**src/rtl/load_scoreboard.sv**
```systemverilog
// Load-use scoreboard: tracks destination registers of loads that have issued
// but whose data has not yet returned. Decode is stalled while it would read one
// of them, or while it issues a load and no tag slot is free.
module load_scoreboard #(
  parameter int unsigned DEPTH = 4
) (
  input  logic        clk,
  input  logic        rst_n,
  input  logic        issue_valid,
  input  logic        issue_is_load,
  input  logic [4:0]  issue_rd,
  input  logic [4:0]  rs1_rg,
  input  logic [4:0]  rs2_rg,
  input  logic [1:0]  rs_use,
  input  logic        rsp_valid,
  output logic        stall,
  output logic [4:0]  rsp_rd,
  output logic        rsp_err,
  output logic [15:0] stall_cnt
);

  localparam int unsigned AW = (DEPTH > 1) ? $clog2(DEPTH) : 1;

  logic [31:0]   pending;
  logic [31:0]   pending_next;
  logic [4:0]    tags [DEPTH];
  logic [AW:0]   wr_ptr;
  logic [AW:0]   rd_ptr;
  logic [AW:0]   count;
  logic [AW-1:0] wr_idx;
  logic [AW-1:0] rd_idx;
  logic          empty;
  logic          full;
  logic [4:0]    head_tag;
  logic          younger_match;
  logic          push;
  logic          pop;
  logic          hazard_rs1;
  logic          hazard_rs2;

  assign wr_idx   = wr_ptr[AW-1:0];
  assign rd_idx   = rd_ptr[AW-1:0];
  assign count    = wr_ptr - rd_ptr;
  assign empty    = (wr_ptr == rd_ptr);
  assign full     = (wr_ptr[AW] != rd_ptr[AW]) && (wr_idx == rd_idx);
  assign head_tag = tags[rd_idx];

  // Operand hazards against pending registers; x0 is never a hazard.
  always_comb begin
    hazard_rs1 = rs_use[0] && (rs1_rg != 5'd0) && pending[rs1_rg];
    hazard_rs2 = rs_use[1] && (rs2_rg != 5'd0) && pending[rs2_rg];
  end

  // Stall uses registered state only, so a same-cycle response cannot release it.
  always_comb begin
    stall = hazard_rs1 || hazard_rs2 || (full && issue_is_load);
  end

  // Handshake qualifiers for the tag FIFO.
  always_comb begin
    push = issue_valid && issue_is_load && !stall;
    pop  = rsp_valid && !empty;
  end

  // Write-back tag of the oldest outstanding load, zero when nothing is outstanding.
  always_comb begin
    rsp_rd = empty ? 5'd0 : head_tag;
  end

  // Search the entries behind the head for another load to the same register.
  always_comb begin
    logic [AW-1:0] idx;
    younger_match = 1'b0;
    idx           = '0;
    for (int unsigned i = 1; i < DEPTH; i++) begin
      idx = rd_idx + AW'(i);
      if (((AW+1)'(i) < count) && (tags[idx] == head_tag))
        younger_match = 1'b1;
    end
  end

  // Next pending vector: retire the head unless the register is still owed, then mark a new load.
  always_comb begin
    pending_next = pending;
    if (pop && !younger_match && !(push && (issue_rd == head_tag)))
      pending_next[head_tag] = 1'b0;
    if (push)
      pending_next[issue_rd] = 1'b1;
    pending_next[0] = 1'b0;
  end

  // Pending register state.
  always_ff @(posedge clk or negedge rst_n) begin
    if (!rst_n)
      pending <= '0;
    else
      pending <= pending_next;
  end

  // Tag FIFO pointers, wrapping modulo 2*DEPTH.
  always_ff @(posedge clk or negedge rst_n) begin
    if (!rst_n) begin
      wr_ptr <= '0;
      rd_ptr <= '0;
    end else begin
      if (push)
        wr_ptr <= wr_ptr + 1'b1;
      if (pop)
        rd_ptr <= rd_ptr + 1'b1;
    end
  end

  // Tag FIFO storage; contents are don't-care outside the pointer window.
  always_ff @(posedge clk) begin
    if (push)
      tags[wr_idx] <= issue_rd;
  end

  // Sticky flag for a response with no outstanding load.
  always_ff @(posedge clk or negedge rst_n) begin
    if (!rst_n)
      rsp_err <= 1'b0;
    else if (rsp_valid && empty)
      rsp_err <= 1'b1;
  end

  // Saturating stalled-cycle counter.
  always_ff @(posedge clk or negedge rst_n) begin
    if (!rst_n)
      stall_cnt <= '0;
    else if (stall && (stall_cnt != '1))
      stall_cnt <= stall_cnt + 16'd1;
  end

endmodule

```
**config.mk**
```make
export PLATFORM = sky130hd
export DESIGN_NAME = load_scoreboard
export DESIGN_NICKNAME = d
export VERILOG_FILES = /design/src/rtl/load_scoreboard.sv
export SDC_FILE = /design/constraint.sdc
export NUM_CORES = 1
export LEC_CHECK = 0
export CORE_MARGIN = 3
export CORE_UTILIZATION = 50
export DETAILED_ROUTE_END_ITERATION = 6
export PLACE_DENSITY = 0.74
export SLEW_MARGIN = 0
export SYNTH_ARGS = -nofsm -noshare
export SYNTH_HDL_FRONTEND = slang
export SYNTH_SLANG_ARGS = --single-unit
```
**constraint.sdc**
```tcl
create_clock -name clk -period 6.47 [get_ports clk]
set_clock_uncertainty 0.15 [all_clocks]
set_input_delay 1.294 -clock clk [delete_from_list [all_inputs] [get_ports clk]]
set_output_delay 1.294 -clock clk [all_outputs]
set_load 0.01 [all_outputs]
```
# Yosys cells after proc, flatten, opt, wreduce, memory -nomap -nowiden
# Memory sizes are Yosys's and may differ from the RTL's.
# Cells that the tools add are included.
[word_totals]
register_bits = 54
ramBits = 20
input_bits = 22
out_inout_bits = 23
word_cells = 76
mem_count = 1
[classes]
add_sub_neg = 7
magnitude_cmp = 9
n_eq_ne = 8
muxes = 16
bitwise = 3
reduce_logical = 27
[memory_table]
columns = ["name", "depth", "width", "rd", "rd_ports_with_merged_regs", "wr", "line_no", "rtl"]
rows = [
  ["tags", 4, 5, 4, 0, 1, "26", "logic [4:0] tags [DEPTH];"],
]
[op_table]
columns = ["op", "n"]
rows = [
  ["32-bit two-way mux", 2],
  ["32-bit AND", 1],
  ["32-bit NOT", 1],
  ["32-bit bitwise OR", 1],
  ["5-bit by 6-bit less-than comparator with 1-bit output (second input constant)", 4],
  ["5-bit == test", 4],
  ["1-bit logical AND", 19],
  ["16-bit by 1-bit adder with 16-bit output (second input constant)", 1],
  ["16-bit != test (second input constant)", 1],
  ["1-bit binary-select mux with 5-bit select", 2],
  ["1-bit demux with 5-bit select", 2],
  ["5-bit by 1-bit greater-or-equal comparator with 1-bit output (second input constant)", 2],
  ["5-bit nonzero test", 2],
  ["1-bit two-way mux", 9],
  ["3-bit by 1-bit adder with 3-bit output (second input constant)", 2],
  ["2-bit by 3-bit less-than comparator with 1-bit output (first input constant)", 2],
  ["5-bit two-way mux", 1],
  ["2-bit adder (second input constant)", 2],
  ["1-bit logical NOT", 4],
  ["3-bit == test", 1],
  ["1-bit by 3-bit less-than comparator with 1-bit output (first input constant)", 1],
  ["3-bit subtractor", 1],
  ["2-bit by 1-bit adder with 2-bit output (second input constant)", 1],
  ["2-bit == test", 1],
  ["other kinds (2)", 3],
]

# Longest topological paths before layout
# Gate-level depths: netlist of the first run.
[logic_depth]
word_depth = 13
mapped_depth = 10
depth_no_buf = 9

# Worst setup path after synthesis of the first run
# OpenSTA, ideal clock, no wires.
[synth_timing]
path_kind = "input to output"
startpoint = "input port rs1_rg[0]"
endpoint = "output port stall"
t_arrival_ps = 2890
t_required_ps = 5026
path_slack_ps = 2136
cell_stages = 6
path_buffers = 1
path_cell_list = "buf_2 > mux4_2 > mux2_2 > a221oi_1 > a311o_1 > nand2_1"
[synth_via]
elab_chain_cells = 5
word_cells_on_any_way = 7
cone_classes = "2 x mux; 5 x reduce/logical"
[synth_lines]
columns = ["item", "line_no", "rtl"]
rows = [
  ["start, declared", "12", "input logic [4:0] rs1_rg,"],
  ["1-bit binary-select mux with 5-bit select / 5-bit nonzero test (equally long branches)", "50", "hazard_rs1 = rs_use[0] && (rs1_rg != 5'd0) && pending[rs1_rg];"],
  ["1-bit two-way mux (not written as such) / 1-bit logical AND (equally long branches)", "50", ""],
  ["1-bit logical AND (*)", "50", ""],
  ["1-bit logical OR (*) (2 in series)", "56", "stall = hazard_rs1 || hazard_rs2 || (full && issue_is_load);"],
  ["end, declared", "16", "output logic stall,"],
]
# Mark *: on every way between the ends. The rest lies on a longest branch, timed or not. The select of a mux whose other input is x is not followed.

# Worst setup path after layout of the first run
# Ends and elaborated chain as after synthesis.

==> run summary, run 1 <==
CTS Hold Bufs -> 0
Most used cell, CP -> clkdlybuf4s50_1
Row count -> 34
Antenna diodes -> 0
Place WS -> 0.936 ns
Gr usage total -> 0.217
Post-Route WL -> 10.9 mm
TritonCTS buffer count -> 9
Yosys Warn Count -> 0
Mean Syn Cell Area -> 11.8 µm²
CTS tree -> built
Final setup viols -> 0
Slowest cell delay on critical path -> 0.77 ns
Post-route DRC -> 0
Post-Syn Nets -> 431
Cell Area, Synth -> 4740 µm²
Min-Delay Path Class -> reg2reg
CP Max Fanout -> 9
Placer Congestion -> 0.930
Synth cell types -> 60
CTS clk-pin slew, worst paths -> 0.08 ns
Pwr/cell area -> 369 nW/µm²
Initial Util -> 0.528
PnR worst setup slack -> 0.904 ns
CP delay by family, top -> buffers and inverters
Max Transition Viols Final -> 0
Share of cells above drive strength 1 -> 0.158
Slew HR -> 0.273
DRT antenna net count -> 0
Endpoints failing hold -> 0
Peak supply drop -> 216 µV
CTS Root Cell -> clkbuf_8
Die area -> 10700 µm²
Vias in the first global route -> 3507
HP Start -> stall_cnt[4]
Worst Path Required -> 5.03 ns
Filler cell count -> 704
Leakage -> 2.26 nW
Post-synthesis async set-or-reset flop share -> 0.730
Width of the die -> 103 µm
Half-perimeter wire length after placement -> 8.07 mm
Worst Setup SP -> rs1_rg[0]
Via count -> 3474
CP max stage cell -> clkdlybuf4s50_1
First drt pass iteration count -> 6
Setup TNS -> 0 ns
Flop and latch count out of synthesis -> 74
Htree depth -> 3
Tcrit/Tclk final -> 0.860
Final Util -> 0.603
CP Buf/Inv Count -> 2
Critical path type -> in2out
Slew of the pin with the lowest slew margin -> 1.09 ns
Grt ovf -> 0
Worst EP arrival -> 4.12 ns
Clk buf depth -> 2
Synth-to-Final Area Change -> 14.2%
Setup crit start kind -> primary input
Register area share after synthesis -> 0.412
FMAX -> 180 MHz
Max Cap Viol -> 0
EDFF count, synth -> 20
Buffers on Ports -> 44
FF-to-FF Start -> rd_ptr[0]
Routed len/inst -> 19.1 µm
Via density -> 6.12
Iter 0 DRT Violations -> 338
Gates resized, CTS repair -> 0
CP Capture Type -> output pin
Setup bufs post-CTS -> 0
Hold WS -> 0.339 ns
CORE AREA -> 8980 µm²
Global-route wire length before repair -> 17.8 mm
DIE HEIGHT -> 103 µm
Most used DFF post-synth -> dfrtp_1
Initial antenna violation count -> 0
Status -> completed
Synth Instances -> 400
Clk sinks -> 74
Fin crit period -> 5.57 ns
Worst path cell trace -> clkdlybuf4s50_1 > mux4_2 > mux2_2 > a221oi_1 > a311o_1 > nand2_1 > clkdlybuf4s50_1
IO Pins -> 45
Final nets -> 468
Worst-Skew Late Latency -> 0.36 ns
Largest net degree at the start of global routing -> 49
RSZ-0062 raised after global routing -> false
## worst paths after layout
check	slack, ns	end	depth (start not counted)
max reg2reg	2.09	pending[9]	8
min reg2reg	0.34	stall_cnt[4]	1
max	0.90	stall	7
min in group asynchronous	0.60	rd_ptr[2]	1
max in group asynchronous	4.73	wr_ptr[1]	2
min	0.34	stall_cnt[4]	1
## cells by family (layout without fill, tap and decap cells)
group                      after synthesis  in the layout  share of synthesized area
AOI/OAI and AO/OA                       52             52                      0.102
and+or+nand+nor                        124            124                      0.152
DFF                                     74             74                      0.412
muxes                                   38             38                      0.160
buffers and inverters                   57             99                     0.0629
xor gates and xnor gates                46             46                     0.0850
adders and majority gates                9              9                     0.0254
## power breakdown
group	leakage (nW)	total (mW)	internal (mW)	switching (mW)
Combinational	1.41	0.936	0.467	0.469
Clock	0.111	0.395	0.213	0.182
Sequential	0.746	0.667	0.554	0.114
Total	2.26	2.00	1.23	0.765
## final cells by class
type	instances	area, µm²	share of cell area
timing repair buffer	45	443	0.0819
multi-input combinational	269	2490	0.461
clock inverter	5	57.6	0.0106
inverter	38	143	0.0264
clock buffer	11	163	0.0301
tap	126	158	0.0291
sequential	74	1950	0.361
## placed cells by master (no fill, tap or decap), types with 3 or more instances in the layout
cell type	instances
mux4_1	6
nand4_1	9
nand2_1	46
clkdlybuf4s50_1	43
mux2_2	5
mux2i_1	5
dfrtp_1	54
inv_1	38
or3_1	3
clkbuf_8	10
and2_1	9
ha_1	8
nand3_1	10
nor2b_1	3
nor2_1	5
o21ai_0	3
xnor2_1	30
and2_2	5
and4_1	3
o221ai_1	31
and3_1	7
edfxtp_1	20
mux4_2	22
nand3b_1	3
xor2_1	16
## sequential cells by signal, summed over array words and instances (netlist names)
| register | count |
|---|---|
| tags | 20 |
| pending | 31 |
| rd_ptr | 3 |
| stall_cnt | 16 |
| wr_ptr | 3 |
| rsp_err | 1 |
## metrics by stage
stage / power (mW) / instance area, µm² / instances
2_1_floorplan: 1.36 / 4740 / 400
3_5_place_dp: 1.62 / 5190 / 552
4_1_cts: 2.01 / 5410 / 568
3_3_place_gp: 1.59 / 5190 / 552
5_1_grt: 2.14 / 5410 / 568
6_report: 2.00 / 5410 / 568
## routing by layer
| metal | global-route usage | routed length, µm |
|---|---|---|
| met5 | 0 | 0 |
| met4 | 0.0886 | 153 |
| met3 | 0.0362 | 792 |
| met2 | 0.332 | 5130 |
| met1 | 0.308 | 4790 |
## cells in the mapped netlist, types with 5 or more instances
library cell	count	area [µm²]
buf_2	7	35.0
mux2i_1	5	50.1
nor2_1	5	18.8
edfxtp_1	20	601
mux4_2	22	495
and2_2	5	37.5
nand2_1	46	173
nand3_1	10	50.1
o221ai_1	31	272
xor2_1	16	140
mux4_1	6	158
buf_6	9	101
mux2_2	5	56.3
nand4_1	9	56.3
and3_1	7	43.8
dfrtp_1	54	1350
xnor2_1	30	263
inv_1	38	143
ha_1	8	100
and2_1	9	56.3
Note: power is estimated with default switching activity, not from simulation.
==> run 2, diff against run 1 <==
- HOLD_SLACK_MARGIN: unset -> 0.05
==> results of run 2 <==
Same layout as run 1: the final DEF is identical, and so are final timing and power.
